==> src/rtl/mc_ctrl_seq.sv <==
`default_nettype none
// +----------------------------------------------------------------------------+
// | Module      : mc_ctrl_seq                                                  |
// | Description : Multi-cycle control sequencer for the MIPS-subset datapath.  |
// |               Drives the PC/IR/ALUout/regfile/memory enables from the      |
// |               current state and opcode. Memory accesses wait on mem_ack    |
// |               and are bounded by a timeout. Undefined opcodes and missing  |
// |               acks trap. stall_in freezes the sequencer. Free-running      |
// |               cycle and retired-instruction counters are included.         |
// | Option      : MC_STALL_STATS_EN - when defined, stall_cnt counts stalled   |
// |               cycles outside TRAP; otherwise stall_cnt is tied to 0.       |
// | Ports       : multi_clk, rst_out (async, active-high)                      |
// |               opcode[5:0], stall_in, mem_ack                 - inputs      |
// |               state[3:0]                                     - state code  |
// |               pc_write .. alu_src_a, pc_source/alu_op/alu_src_b - controls |
// |               illegal_op, mem_timeout                        - sticky flags|
// |               cycle_cnt, instr_cnt, stall_cnt [CNT_W-1:0]    - counters    |
// | Revision    : 1.0 - initial release                                        |
// +----------------------------------------------------------------------------+
module mc_ctrl_seq #(
  parameter int CNT_W       = 16,
  parameter int TO_W        = 4,
  parameter int MEM_TIMEOUT = 15
) (
  input  logic             multi_clk,
  input  logic             rst_out,
  input  logic [5:0]       opcode,
  input  logic             stall_in,
  input  logic             mem_ack,
  output logic [3:0]       state,
  output logic             pc_write,
  output logic             pc_write_cond,
  output logic             branch_ne,
  output logic             iord,
  output logic             mem_read,
  output logic             mem_write,
  output logic             ir_write,
  output logic             mem_to_reg,
  output logic             reg_write,
  output logic             reg_dst,
  output logic             ext_zero,
  output logic             alu_out_write,
  output logic             alu_src_a,
  output logic [1:0]       pc_source,
  output logic [1:0]       alu_op,
  output logic [1:0]       alu_src_b,
  output logic             illegal_op,
  output logic             mem_timeout,
  output logic [CNT_W-1:0] cycle_cnt,
  output logic [CNT_W-1:0] instr_cnt,
  output logic [CNT_W-1:0] stall_cnt
);

  typedef enum logic [3:0] {
    ST_IF    = 4'd0,
    ST_ID    = 4'd1,
    ST_MADDR = 4'd2,
    ST_MRD   = 4'd3,
    ST_MWB   = 4'd4,
    ST_MWR   = 4'd5,
    ST_REX   = 4'd6,
    ST_RWB   = 4'd7,
    ST_BR    = 4'd8,
    ST_JMP   = 4'd9,
    ST_IEX   = 4'd10,
    ST_IWB   = 4'd11,
    ST_TRAP  = 4'd12,
    ST_RSV13 = 4'd13,
    ST_RSV14 = 4'd14,
    ST_RSV15 = 4'd15
  } state_t;

  localparam logic [5:0] c_OP_RTYPE = 6'b000000;
  localparam logic [5:0] c_OP_LW    = 6'b100011;
  localparam logic [5:0] c_OP_SW    = 6'b101011;
  localparam logic [5:0] c_OP_BEQ   = 6'b000100;
  localparam logic [5:0] c_OP_BNE   = 6'b000101;
  localparam logic [5:0] c_OP_J     = 6'b000010;
  localparam logic [5:0] c_OP_ADDI  = 6'b001000;
  localparam logic [5:0] c_OP_ANDI  = 6'b001100;
  localparam logic [5:0] c_OP_ORI   = 6'b001101;
  localparam logic [5:0] c_OP_LUI   = 6'b001111;

  // The wait counter holds the number of ack-less cycles already spent, so the
  // cycle that would make it reach MEM_TIMEOUT is the one that traps.
  localparam logic [TO_W-1:0] c_TO_LIMIT = TO_W'(MEM_TIMEOUT - 1);

  state_t           r_state;
  state_t           w_next;
  logic [TO_W-1:0]  r_to_cnt;
  logic             r_illegal;
  logic             r_timeout;
  logic [CNT_W-1:0] r_cycle_cnt;
  logic [CNT_W-1:0] r_instr_cnt;

  logic             w_ack;
  logic             w_wait_state;
  logic             w_to_hit;
  logic             w_set_illegal;
  logic             w_retire;

  // mem_ack only counts while the sequencer is running.
  assign w_ack        = mem_ack & ~stall_in;
  assign w_wait_state = (r_state == ST_IF) || (r_state == ST_MRD) || (r_state == ST_MWR);
  assign w_to_hit     = w_wait_state & ~stall_in & ~mem_ack & (r_to_cnt == c_TO_LIMIT);

  // --------------------------------------------------------------------------
  // Next-state logic
  // --------------------------------------------------------------------------
  always_comb begin
    w_next        = r_state;
    w_set_illegal = 1'b0;
    w_retire      = 1'b0;
    if (!stall_in) begin
      case (r_state)
        ST_IF: begin
          if (mem_ack)       w_next = ST_ID;
          else if (w_to_hit) w_next = ST_TRAP;
        end
        ST_ID: begin
          case (opcode)
            c_OP_RTYPE:                                 w_next = ST_REX;
            c_OP_LW, c_OP_SW:                           w_next = ST_MADDR;
            c_OP_BEQ, c_OP_BNE:                         w_next = ST_BR;
            c_OP_J:                                     w_next = ST_JMP;
            c_OP_ADDI, c_OP_ANDI, c_OP_ORI, c_OP_LUI:   w_next = ST_IEX;
            default: begin
              w_next        = ST_TRAP;
              w_set_illegal = 1'b1;
            end
          endcase
        end
        ST_MADDR: w_next = (opcode == c_OP_SW) ? ST_MWR : ST_MRD;
        ST_MRD: begin
          if (mem_ack)       w_next = ST_MWB;
          else if (w_to_hit) w_next = ST_TRAP;
        end
        ST_MWR: begin
          if (mem_ack) begin
            w_next   = ST_IF;
            w_retire = 1'b1;
          end else if (w_to_hit) begin
            w_next = ST_TRAP;
          end
        end
        ST_REX: w_next = ST_RWB;
        ST_IEX: w_next = ST_IWB;
        ST_MWB, ST_RWB, ST_BR, ST_JMP, ST_IWB: begin
          w_next   = ST_IF;
          w_retire = 1'b1;
        end
        ST_TRAP: w_next = ST_TRAP;
        default: begin
          // Reserved encodings are never entered normally; treat as corruption.
          w_next        = ST_TRAP;
          w_set_illegal = 1'b1;
        end
      endcase
    end
  end

  // --------------------------------------------------------------------------
  // State, timeout, flags and counters
  // --------------------------------------------------------------------------
  always_ff @(posedge multi_clk or posedge rst_out) begin
    if (rst_out) begin
      r_state     <= ST_IF;
      r_to_cnt    <= '0;
      r_illegal   <= 1'b0;
      r_timeout   <= 1'b0;
      r_cycle_cnt <= '0;
      r_instr_cnt <= '0;
    end else begin
      r_cycle_cnt <= r_cycle_cnt + CNT_W'(1);
      r_state     <= w_next;
      if (!stall_in) begin
        // Count only while sitting in the same wait state; any exit clears.
        if (w_wait_state && !mem_ack && (w_next == r_state))
          r_to_cnt <= r_to_cnt + TO_W'(1);
        else
          r_to_cnt <= '0;
      end
      if (w_set_illegal) r_illegal   <= 1'b1;
      if (w_to_hit)      r_timeout   <= 1'b1;
      if (w_retire)      r_instr_cnt <= r_instr_cnt + CNT_W'(1);
    end
  end

  // --------------------------------------------------------------------------
  // Datapath controls
  // --------------------------------------------------------------------------
  always_comb begin
    pc_write      = 1'b0;
    pc_write_cond = 1'b0;
    branch_ne     = 1'b0;
    iord          = 1'b0;
    mem_read      = 1'b0;
    mem_write     = 1'b0;
    ir_write      = 1'b0;
    mem_to_reg    = 1'b0;
    reg_write     = 1'b0;
    reg_dst       = 1'b0;
    ext_zero      = 1'b0;
    alu_out_write = 1'b0;
    alu_src_a     = 1'b0;
    pc_source     = 2'b00;
    alu_op        = 2'b00;
    alu_src_b     = 2'b00;
    case (r_state)
      ST_IF: begin
        mem_read = 1'b1;
        // Fetch completes this cycle: latch IR and compute PC+4.
        if (w_ack) begin
          ir_write  = 1'b1;
          pc_write  = 1'b1;
          alu_src_b = 2'b01;
        end
      end
      ST_ID: begin
        alu_src_b     = 2'b11;
        alu_out_write = 1'b1;
      end
      ST_MADDR: begin
        alu_src_a     = 1'b1;
        alu_src_b     = 2'b10;
        alu_out_write = 1'b1;
      end
      ST_MRD: begin
        mem_read = 1'b1;
        iord     = 1'b1;
      end
      ST_MWB: begin
        reg_write  = 1'b1;
        mem_to_reg = 1'b1;
      end
      ST_MWR: begin
        mem_write = 1'b1;
        iord      = 1'b1;
      end
      ST_REX: begin
        alu_src_a     = 1'b1;
        alu_op        = 2'b10;
        alu_out_write = 1'b1;
      end
      ST_RWB: begin
        reg_write = 1'b1;
        reg_dst   = 1'b1;
      end
      ST_BR: begin
        alu_src_a     = 1'b1;
        alu_op        = 2'b01;
        pc_write_cond = 1'b1;
        pc_source     = 2'b01;
        branch_ne     = (opcode == c_OP_BNE);
      end
      ST_JMP: begin
        pc_write  = 1'b1;
        pc_source = 2'b10;
      end
      ST_IEX: begin
        alu_src_a     = 1'b1;
        alu_src_b     = (opcode == c_OP_LUI) ? 2'b11 : 2'b10;
        ext_zero      = (opcode == c_OP_ANDI) || (opcode == c_OP_ORI);
        alu_op        = (opcode == c_OP_ADDI) ? 2'b00 : 2'b11;
        alu_out_write = 1'b1;
      end
      ST_IWB: begin
        reg_write = 1'b1;
      end
      default: ;
    endcase

    // A stall suppresses every write strobe; reads and selects keep their values.
    if (stall_in) begin
      pc_write      = 1'b0;
      pc_write_cond = 1'b0;
      ir_write      = 1'b0;
      reg_write     = 1'b0;
      mem_write     = 1'b0;
      alu_out_write = 1'b0;
    end

    // Reset abandons any bus access immediately, without waiting for a clock.
    if (rst_out) begin
      mem_read      = 1'b0;
      mem_write     = 1'b0;
      pc_write      = 1'b0;
      pc_write_cond = 1'b0;
      ir_write      = 1'b0;
      reg_write     = 1'b0;
      alu_out_write = 1'b0;
    end
  end

  assign state       = r_state;
  assign illegal_op  = r_illegal;
  assign mem_timeout = r_timeout;
  assign cycle_cnt   = r_cycle_cnt;
  assign instr_cnt   = r_instr_cnt;

`ifdef MC_STALL_STATS_EN
  logic [CNT_W-1:0] r_stall_cnt;

  always_ff @(posedge multi_clk or posedge rst_out) begin
    if (rst_out)
      r_stall_cnt <= '0;
    else if (stall_in && (r_state != ST_TRAP))
      r_stall_cnt <= r_stall_cnt + CNT_W'(1);
  end

  assign stall_cnt = r_stall_cnt;
`else
  assign stall_cnt = '0;
`endif

endmodule
`default_nettype wire

==> config.mk <==
export PLATFORM = sky130hd
export DESIGN_NAME = mc_ctrl_seq
export DESIGN_NICKNAME = d
export VERILOG_FILES = /design/src/rtl/mc_ctrl_seq.sv
export SDC_FILE = /design/constraint.sdc
export NUM_CORES = 1
export LEC_CHECK = 0
export ABC_AREA = 1
export BUFFER_PORTS_ARGS = -buffer_cell sky130_fd_sc_hd__buf_2
export CORE_MARGIN = 2
export CORE_UTILIZATION = 46
export DETAILED_ROUTE_END_ITERATION = 12
export GPL_TIMING_DRIVEN = 0
export PLACE_DENSITY = 0.83
export SYNTH_ARGS = -nofsm -noshare
export SYNTH_HDL_FRONTEND = slang
export SYNTH_SLANG_ARGS = --single-unit
export TNS_END_PERCENT = 50
==> constraint.sdc <==
create_clock -name multi_clk -period 1.34 [get_ports multi_clk]
set_input_delay 0.134 -clock multi_clk [delete_from_list [all_inputs] [get_ports multi_clk]]
set_output_delay 0.134 -clock multi_clk [all_outputs]
set_load 0.05 [all_outputs]
### After elaboration in Yosys (flattened, before gate mapping)

Index checks and enable logic that the tools add are counted.

* bits in registers: 42
* output and inout port bits: 73
* word-level logic and storage cells: 105

* add/subtract/negate cells: 3
* eq/ne operators: 23
* mux-type cells: 48
* bitwise operators: 6
* reduce and logical (&&, ||, !) cells: 19

Operators by type and width (number)
* $add A16 B1 Y16 const B: 2
* $mux W1: 32
* $pmux W4 S8: 1
* $eq A4 B4 Y1 const B: 6
* $eq A6 B4 Y1 const B: 4
* $mux W4: 6
* $pmux W4 S5: 1
* $eq A4 B3 Y1 const B: 4
* $eq A6 B3 Y1 const B: 2
* $eq A6 B6 Y1 const B: 2
* $reduce_or A12 Y1: 1
* $reduce_or A4 Y1: 3
* $reduce_or A10 Y1: 1
* $eq A4 B2 Y1 const B: 2
* $pmux W2 S4: 1
* $reduce_or A2 Y1: 4
* $eq A6 B2 Y1 const B: 1
* $logic_not A6 Y1: 1
* $pmux W1 S2: 3
* $pmux W2 S3: 1
* $reduce_or A5 Y1: 1
* $add A4 B1 Y4 const B: 1
* $and A1 B1 Y1: 4
* $eq A4 B1 Y1 const B: 1
* other kinds (10): 14

### Depth between registers and ports, before layout

Gate-level depths: netlist of the first run.

* depth after elaboration: 13
* mapped depth: 12

### Worst setup path after synthesis of the first run

OpenSTA, ideal clock, no wires.

* path kind: register to output
* from: register r_state[1], in the netlist state[1]
* to: output branch_ne
* arrival time: 3316 ps
* required time: 1206 ps
* slack: -2110 ps
* cell stages (with the launch flop): 7
* cell sequence: dfrtp_1 > buf_4 > nor2_4 > inv_1 > nor2_1 > inv_1 > nor4_1

* cells in the longest elaborated chain, start to end: 2

RTL lines
* start: declaration: RTL line 88 `state_t r_state;`
* start signal: assignment: RTL line 175 `r_state <= w_next;`
* $eq A4 B4 Y1: RTL line 209 `case (r_state)`
* $mux W1: RTL line 209
* end: declaration: RTL line 33 `output logic branch_ne,`

No other way between the ends.

### Worst setup path after layout of the first run

* from: register r_state[3], in the netlist state[3]
* to: output alu_src_b[0]

* cells in the longest elaborated chain, start to end: 2

RTL lines
* $eq A4 B4 Y1, or another cell as far along: RTL line 209
* $pmux W2 S4 *: RTL line 209
* end: declaration: RTL line 46 `output logic [1:0] alu_src_b,`

Mark *: on every way between the ends. The rest lies on a longest branch, timed or not.

==> flow_summary.yaml, run 1 <==
yosys:
  synth_top_area_share_pct: 40.52
  synthTopCellsByArea: "dfrtp_1 (41%), nand2_1 (10%), xor2_1 (6.4%)"
  ys_ff_latch: 42
  netlist_instances: 335
  ys_seq_area_share_pct: 40.52
  yosysWarnings: 0
  synth.avg_cell_area_um2: 7.743
  ys_types: 31
  synth_area_mm2: 0.002594
  synth_top_area_cell: "dfrtp_1"
global_route:
  antenna_found_initial: 0
  track_usage_pct: 23.91
  grt_pass1_wl_mm: 11.83
  grt_pass1_vias: 2508
  grt_overflow: 0
  grt_max_degree: 43
sta:
  timing.final.ws_setup_ps: -443.9
  finalSetupTns_ps: -13970
  worst_pin_slew_ps: 870.3
  relSlewSlack_pct: 41.90
  drv_slew: 0
  post-route-min-period_ps: 1784
  finalCritPeriodShare_pct: 133.1
  clock_skew_ps: 8.635
  setup_violations: 51
  rsz0062_at_grt: "true"
  hold_viol_final: 0
  clock.fmax_mhz: 560.6
routing:
  dr.pass1.iters: 7
  postRouteAntennaNets: 0
  drt_iter0_drc: 374
  wl_per_cell_um: 15.19
  vias: 2762
  drc: 0
  drt-total-wl_mm: 7.989
  vias_per_cell: 5.251
clock_network:
  cts_tree: "built"
  cts_buffers: 5
  clk_path_buf_depth: 2
  clock-root-buffer: "clkbuf_8"
  htreeDepth: 2
  hold_buffers: 0
  clk_latency_ps: 300
  path_clk_slew_ps: 70
  numClockSinks: 42
critical_path:
  r2r.worst_path.cells: 12
  slowest_delay_ps: 470
  criticalPathCategory: "reg -> out"
  cpMostUsedCell: "buf_6"
  cp-start-kind: "flop"
  path_max_fanout: 6
  rr_endpoint: "r_to_cnt[3]"
  critPathCaptureType: "output pin"
  cpMaxStageDelayCell: "dfrtp_2"
  startpoint: "state[3]"
  path_cells: "buf_6 > nand2_8 > nor2_4 > nand3_4 > o221ai_4 > buf_6"
  worstPathRequired_ps: 1210
  rrSetupSlack_ps: -420
  r2r_start: "state[3]"
  crit_buf_inv: 2
  crit_arrival_ps: 1650
  crit_family: "flip-flops"
floorplan:
  initial_utilization_pct: 47.39
  coreArea_mm2: 0.005473
  die_width_um: 79.09
  die-area_mm2: 0.006255
  io_pins: 83
  fp.dieH_um: 79.09
  num_rows: 27
status:
  status: "finished with violations"
  failed_checks: "negative setup slack"
finish:
  final_common_cell: "nand2_1"
  stdcell_count: 526
  drive_above_1_share_pct: 45.81
  area_growth_syn_to_layout_pct: 55.23
  fillers: 378
  n_antenna_cell: 0
  final_cell_mix: "nand2_1 (54), buf_2 (46), buf_4 (40)"
  fin_nets: 467
worst_hold_path:
  hold_class: "in -> async"
placed_design:
  portBuffers: 66
  place_congestion: 0.9010
  hpwl_mm: 4.402
  place_inst: 488
power:
  powerDensity_mw_per_mm2: 1478
  leakage_nw: 2.015
  vdd_ir_drop_max_mv: 0.7744
flow_run:
  cap_viol_max_count: 0
[layer usage]
| layer | wire [µm] | GRT usage [%] | vias to the layer above |
|---|---|---|---|
| li1 | - | - | 1273 |
| met1 | 3179 | 29.56 | 1303 |
| met2 | 3982 | 40.59 | 150 |
| met3 | 505 | 4.545 | 36 |
| met4 | 320 | 10.69 | 0 |
| met5 | 0 | 0 | - |
[worst register-to-register path, delay by kind of cell, from the launching register on]
family,cells,cell delay [ps]
AOI/OAI and AO/OA,1,140
and+or+nand+nor,8,750
DFF,1,480
buffers and inverters,3,310
[cell usage after synthesis]
master	count
nor2_1	41
nand3_1	22
nor2_2	2
buf_4	18
ha_1	4
xnor2_1	12
o21ai_1	2
dfrtp_1	42
o22ai_1	1
nor3_1	7
o21bai_1	1
inv_6	1
a21oi_1	4
nand2_2	3
o22ai_2	1
o21ai_0	12
buf_2	1
nand2_4	2
or2_2	1
nor2b_1	1
inv_2	1
inv_1	44
xor2_1	19
conb_1	1
nand3b_1	2
nand2_1	69
nor2_4	2
o221ai_1	1
a31oi_1	3
nor4_1	4
nand4_1	11
[per-stage QoR]
stage / utilization, % / total power, mW / setup slack [ps] / instance area [µm²] / hold slack (ps)
after floorplan: - / 3.814 / -744.2 / 2836 / 250.7
after global placement: 59.51 / 4.312 / -469.4 / 3257 / 454.3
after detailed placement: 59.51 / 4.353 / -447.1 / 3257 / 396.7
after CTS: 69.27 / 5.600 / -391.2 / 3791 / 66.99
after global routing: 73.57 / 6.241 / -526.2 / 4026 / 135.5
final: 73.57 / 5.953 / -443.9 / 4026 / 49.96
[registers in the layout, indices dropped and copies added, names as in the netlist]
| name | flops |
|---|---|
| cycle_cnt | 16 |
| illegal_op | 1 |
| instr_cnt | 16 |
| mem_timeout | 1 |
| r_to_cnt | 4 |
| state | 4 |
[kinds of logic after synthesis]
group	Yosys count	synth area share, %
compound gates	25	5.548
buf+inv	65	12.25
other cells	1	0.1446
flops	42	40.52
fa+ha+maj	4	1.930
simple gates	167	29.14
xor+xnor	31	10.47
[repair_timing]
action,4_1_cts,5_1_grt
hold endpoints to repair,0,0
buffers inserted,25,5
pin swaps,16,20
gates resized for setup,75,48
setup endpoints to repair,49,55
gates cloned,0,1
[cell type report]
class                      count  area [µm²]  share of cell area (%)
buffer                        18       140.1                   3.480
clock inverter                 1       5.005                  0.1243
multi-input combinational    243        1729                   42.95
sequential                    42        1059                   26.29
inverter                      46       182.7                   4.537
timing repair buffer          97       734.5                   18.24
tap                           72       90.09                   2.237
clock buffer                   7       86.33                   2.144
[worst max-delay path by stage]
| stage | endpoint | depth (start not counted) | slack (ps) |
|---|---|---|---|
| finish | alu_src_b[0] | 6 | -440 |
| global route | r_to_cnt[2] | 12 | -530 |
| CTS | alu_src_b[0] | 6 | -390 |
| detailed placement | r_to_cnt[1] | 10 | -450 |
| global placement | state[3] | 2 | -470 |
| floorplan | branch_ne | 6 | -740 |
[power by group]
part | leakage (nW) | switching (mW) | internal [mW]
Combinational | 1.45 | 2.32 | 1.02
Clock | 0.0482 | 0.428 | 0.416
Sequential | 0.520 | 0.292 | 1.48
Total | 2.01 | 3.04 | 2.91
(Power assumes the default switching activity.)
==> inputs of run 2 (changes only) <==
CORE_MARGIN = 5   (was 2)
==> run 2 against run 1 <==
The flow still finishes with violations (negative setup slack). Power rose by 4.2%. Fmax barely moved. Hold slack improved by 5.8 ps. Non-clock buffer count did not move. Global-route usage fell by 4.0 points. Sequential share of layout area fell by 0.54 points. Clock skew rose by 1.7 ps. Critical endpoint unchanged. Highest routed layer unchanged.
==> flow_summary.yaml, run 2 (synthesis results as in run 1) <==
critical_path:
  crit_arrival_ps: 1650
  critPathCaptureType: "output pin"
  crit_end: "alu_src_b[0]"
  criticalPathCategory: "reg -> out"
  startpoint: "state[3]"
  r2r.worst_path.cells: 12
  rrSetupSlack_ps: -430
  r2r_start: "state[3]"
  path_max_fanout: 8
  worstPathRequired_ps: 1210
  rr_endpoint: "r_to_cnt[3]"
  cp-start-kind: "flop"
sta:
  hold_viol_final: 0
  rsz0062_at_grt: "true"
  finalCritPeriodShare_pct: 133.2
  relSlewSlack_pct: 42.47
  clock_skew_ps: 10.30
  timing.final.ws_setup_ps: -444.5
  drv_slew: 0
  finalSetupTns_ps: -13920
  setup_violations: 47
  worst_pin_slew_ps: 861.8
  clock.fmax_mhz: 560.4
  post-route-min-period_ps: 1784
  whs_ps: 55.76
finish:
  n_antenna_cell: 0
  fillers: 353
  drive_above_1_share_pct: 49.12
  finalCoreUtilization_pct: 74.82
  fin_nets: 467
  final_common_cell: "buf_2"
  area_growth_syn_to_layout_pct: 58.85
  final_cell_mix: "buf_2 (48), nand2_1 (47), buf_4 (40)"
  stdcell_count: 526
routing:
  drt_iter0_drc: 206
  dr.pass1.iters: 5
  drt-total-wl_mm: 7.891
  vias: 2704
  drc: 0
  wl_per_cell_um: 15.00
  postRouteAntennaNets: 0
  vias_per_cell: 5.141
power:
  powerDensity_mw_per_mm2: 1506
  vdd_ir_drop_max_mv: 0.9096
  leakage_nw: 2.043
global_route:
  track_usage_pct: 19.90
  antenna_found_initial: 0
  grt_overflow: 0
  grt_max_degree: 43
  grt_pass1_vias: 2578
  grt_pass1_wl_mm: 11.90
status:
  status: "finished with violations"
  failed_checks: "negative setup slack"
floorplan:
  coreArea_mm2: 0.005507
  initial_utilization_pct: 47.10
  die_width_um: 85.09
  fp.dieH_um: 85.09
  die-area_mm2: 0.007240
  num_rows: 27
  io_pins: 83
clock_network:
  clk_latency_ps: 290
  htreeDepth: 2
  cts_tree: "built"
  numClockSinks: 42
  cts_buffers: 5
  clock-root-buffer: "clkbuf_8"
  path_clk_slew_ps: 80
  clk_path_buf_depth: 2
placed_design:
  place_congestion: 0.8846
  hpwl_mm: 4.699
  portBuffers: 66
  place_inst: 488
flow_run:
  cap_viol_max_count: 0
worst_hold_path:
  hold_class: "in -> async"
[run 2: changes by cell type in the layout (fill, tap and decap cells not counted), sizes merged]
cell | before | now
bufinv | 0 | 1
clkbuf | 10 | 7
buf | 112 | 115
clkinv | 1 | 0
[run 2: cell type report]
class,count,area (µm²),share of cell area (%)
plain buffers,18,136.4,3.310
clock buffers,7,86.33,2.095
clock inverters,1,30.03,0.7288
inverters,46,195.2,4.737
multi-input cells,243,1788,43.39
flip-flops and latches,42,1061,25.75
well taps,72,90.09,2.186
repair buffers,97,733.2,17.80
[run 2: critical path, cell delays in order, from the launching register on]
cell and delay (ps):
dfrtp_2 510, nor2_4 180, buf_12 130, nand3_4 120, o221ai_4 230, buf_6 190
[run 2: through the flow]
| stage | setup WS [ps] | cell area [µm²] | power, mW |
|---|---|---|---|
| finish | -444.5 | 4120 | 6.204 |
| global route | -542.3 | 4120 | 6.504 |
| CTS | -416.6 | 3821 | 5.773 |
| detailed placement | -487.2 | 3257 | 4.363 |
| global placement | -476.5 | 3257 | 4.324 |
| floorplan | -744.2 | 2836 | 3.814 |
[run 2: worst min path at each step]
stage                start            end  slack, ps  cells after the start
6_report           rst_out  instr_cnt[11]         60                      2
5_1_grt            rst_out   instr_cnt[5]        120                      2
4_1_cts            rst_out   instr_cnt[3]         70                      2
3_5_place_dp       rst_out   instr_cnt[3]        400                      2
3_3_place_gp   mem_timeout    mem_timeout        450                      2
2_1_floorplan     stall_in       state[1]        250                      2
[run 2: metal layers]
metal  global-route usage [%]  up-vias  share of wire (%)
li1                         -     1268                  -
met1                    24.31     1275                 36
met2                    35.24      132                 53
met3                    4.272       29                7.7
met4                    5.468        0                3.2
met5                        0        -                  0
[run 2: repair_timing]
item                                   in CTS  in global routing
gates resized for setup                    82                 60
endpoints found under the hold margin       0                  0
hold buffers                                0                  0
pin swaps                                  16                 22
setup endpoints to repair                  49                 50
setup buffers                              21                  9
cloned                                      1                  0
[run 2: power breakdown]
group	switching [mW]	internal, mW	total (mW)
registers	0.310	1.48	1.79
clock network	0.418	0.608	1.03
logic	2.33	1.06	3.39
==> inputs of run 3 (changes only) <==
CORE_ASPECT_RATIO = 0.5   (was default)
SLEW_MARGIN = 20   (was default)
==> run 3 against run 2 <==
The run still ends with negative setup slack left. Critical path type is now reg -> reg. Fmax fell by 7.8%. Core utilization is 5.0 points higher. Sequential power about the same. Largest cell class unchanged. Final area increased by 5.9%. Clock power rose by 17%.
==> flow_summary.yaml, run 3 (synthesis results as in run 1) <==
routing:
  vias: 3003
  vias_per_cell: 5.530
  dr.pass1.iters: 7
  drt_iter0_drc: 354
  drc: 0
  postRouteAntennaNets: 0
  wl_per_cell_um: 18.97
  drt-total-wl_mm: 10.30
sta:
  setup_violations: 52
  drv_slew: 0
  clock_skew_ps: 4.949
  timing.final.ws_setup_ps: -594.9
  hold_viol_final: 0
  post-route-min-period_ps: 1935
  clock.fmax_mhz: 516.8
  rsz0062_at_grt: "true"
  finalCritPeriodShare_pct: 144.4
clock_network:
  htreeDepth: 2
  cts_buffers: 5
  numClockSinks: 42
  clk_path_buf_depth: 2
  path_clk_slew_ps: 60
  clock-root-buffer: "clkbuf_16"
  cts_tree: "built"
  clk_latency_ps: 280
power:
  leakage_nw: 2.199
  powerDensity_mw_per_mm2: 1526
  vdd_ir_drop_max_mv: 1.093
floorplan:
  initial_utilization_pct: 47.44
  fp.dieH_um: 63.10
  die-area_mm2: 0.007331
  die_width_um: 116.2
  coreArea_mm2: 0.005468
  io_pins: 83
  num_rows: 19
critical_path:
  crit_arrival_ps: 2110
  slowest_delay_ps: 490
  criticalPathCategory: "reg -> reg"
  worstPathRequired_ps: 1520
  critPathCaptureType: "flop"
  cpMaxStageDelayCell: "dfrtp_2"
  path_max_fanout: 5
  path_cells: "clkinv_4 > nor2_4 > nand2_4 > buf_12 > nand3_4 > nand2_4 > inv_2 > nand3_2 > o21ai_1 > a21oi_1 > o21ai_1"
  cp-start-kind: "flop"
worst_hold_path:
  hold_class: "in -> reg"
global_route:
  track_usage_pct: 20.08
  grt_overflow: 0
  grt_max_degree: 36
  grt_pass1_vias: 2492
  antenna_found_initial: 0
  grt_pass1_wl_mm: 11.90
finish:
  fin_nets: 483
  fillers: 302
  design_area_mm2: 0.004364
  stdcell_count: 543
  final_common_cell: "buf_4"
  finalCoreUtilization_pct: 79.82
  multi_input_area_mm2: 0.001814
  area.sequential_mm2: 0.001057
  final_cell_mix: "buf_4 (49), buf_2 (47), nand2_1 (44)"
  drive_above_1_share_pct: 50.85
  area_growth_syn_to_layout_pct: 68.26
  n_antenna_cell: 0
placed_design:
  dpl_cell_area_mm2: 0.003278
  hpwl_mm: 4.821
  portBuffers: 66
  dpl_worst_slack_ps: -494.3
  place_inst: 490
  place_congestion: 0.9131
status:
  status: "finished with violations"
  failed_checks: "negative setup slack"
flow_run:
  cap_viol_max_count: 0
[run 3: per-stage QoR]
stage	hold WS, ps	total power [mW]	TNS [ps]
after floorplan	250.7	3.814	-18870
after global placement	455.5	4.332	-26000
after detailed placement	99.56	4.379	-10990
after CTS	163.8	5.918	-11930
after global routing	211.3	6.951	-20110
final	207.5	6.659	-17600
[run 3: critical path, delay by kind of cell, from the launching register on]
family	cells	cell delay [ps]
flip-flops	1	490
buffers and inverters	3	390
AND/OR/NAND/NOR	5	550
AO/OA/AOI/OAI	3	410
[run 3: area by class of cell]
| class | count | area share (%) |
|---|---|---|
| Multi-Input combinational cell | 243 | 41.57 |
| Buffer | 19 | 3.584 |
| Tap cell | 73 | 2.093 |
| Clock buffer | 7 | 3.268 |
| Timing Repair Buffer | 112 | 20.73 |
| Sequential cell | 42 | 24.23 |
| Inverter | 46 | 4.415 |
| Clock inverter | 1 | 0.1147 |
[run 3: per-layer routing]
layer / track usage (%) / wire length [µm]
met5: 0 / 0
met4: 6.657 / 632
met3: 3.250 / 997
met2: 34.74 / 4836
met1: 25.61 / 3832
[run 3: power by group]
part,switching [mW],internal (mW)
Clock,0.459,0.738
Sequential,0.317,1.48
Combinational,2.49,1.18
Total,3.26,3.40
[run 3: final timing paths]
| check | from | endpoint | depth (start not counted) | slack (ps) |
|---|---|---|---|---|
| max in group asynchronous | rst_out | cycle_cnt[2] | 4 | 480 |
| max | state[0] | state[1] | 11 | -590 |
| min reg2reg | cycle_cnt[15] | cycle_cnt[15] | 1 | 470 |
| min in group asynchronous | rst_out | state[2] | 3 | 400 |
| min | stall_in | r_to_cnt[0] | 3 | 210 |
| max reg2reg | state[0] | state[1] | 11 | -590 |
[run 3: timing repair]
| action | 4_1_cts | 5_1_grt |
|---|---|---|
| buffers inserted | 21 | 23 |
| hold buffers | 1 | 0 |
| pin swaps | 17 | 36 |
| hold endpoints to repair | 7 | 0 |
| setup endpoints to repair | 50 | 51 |
| cloned | 0 | 0 |
| gates resized for setup | 72 | 84 |
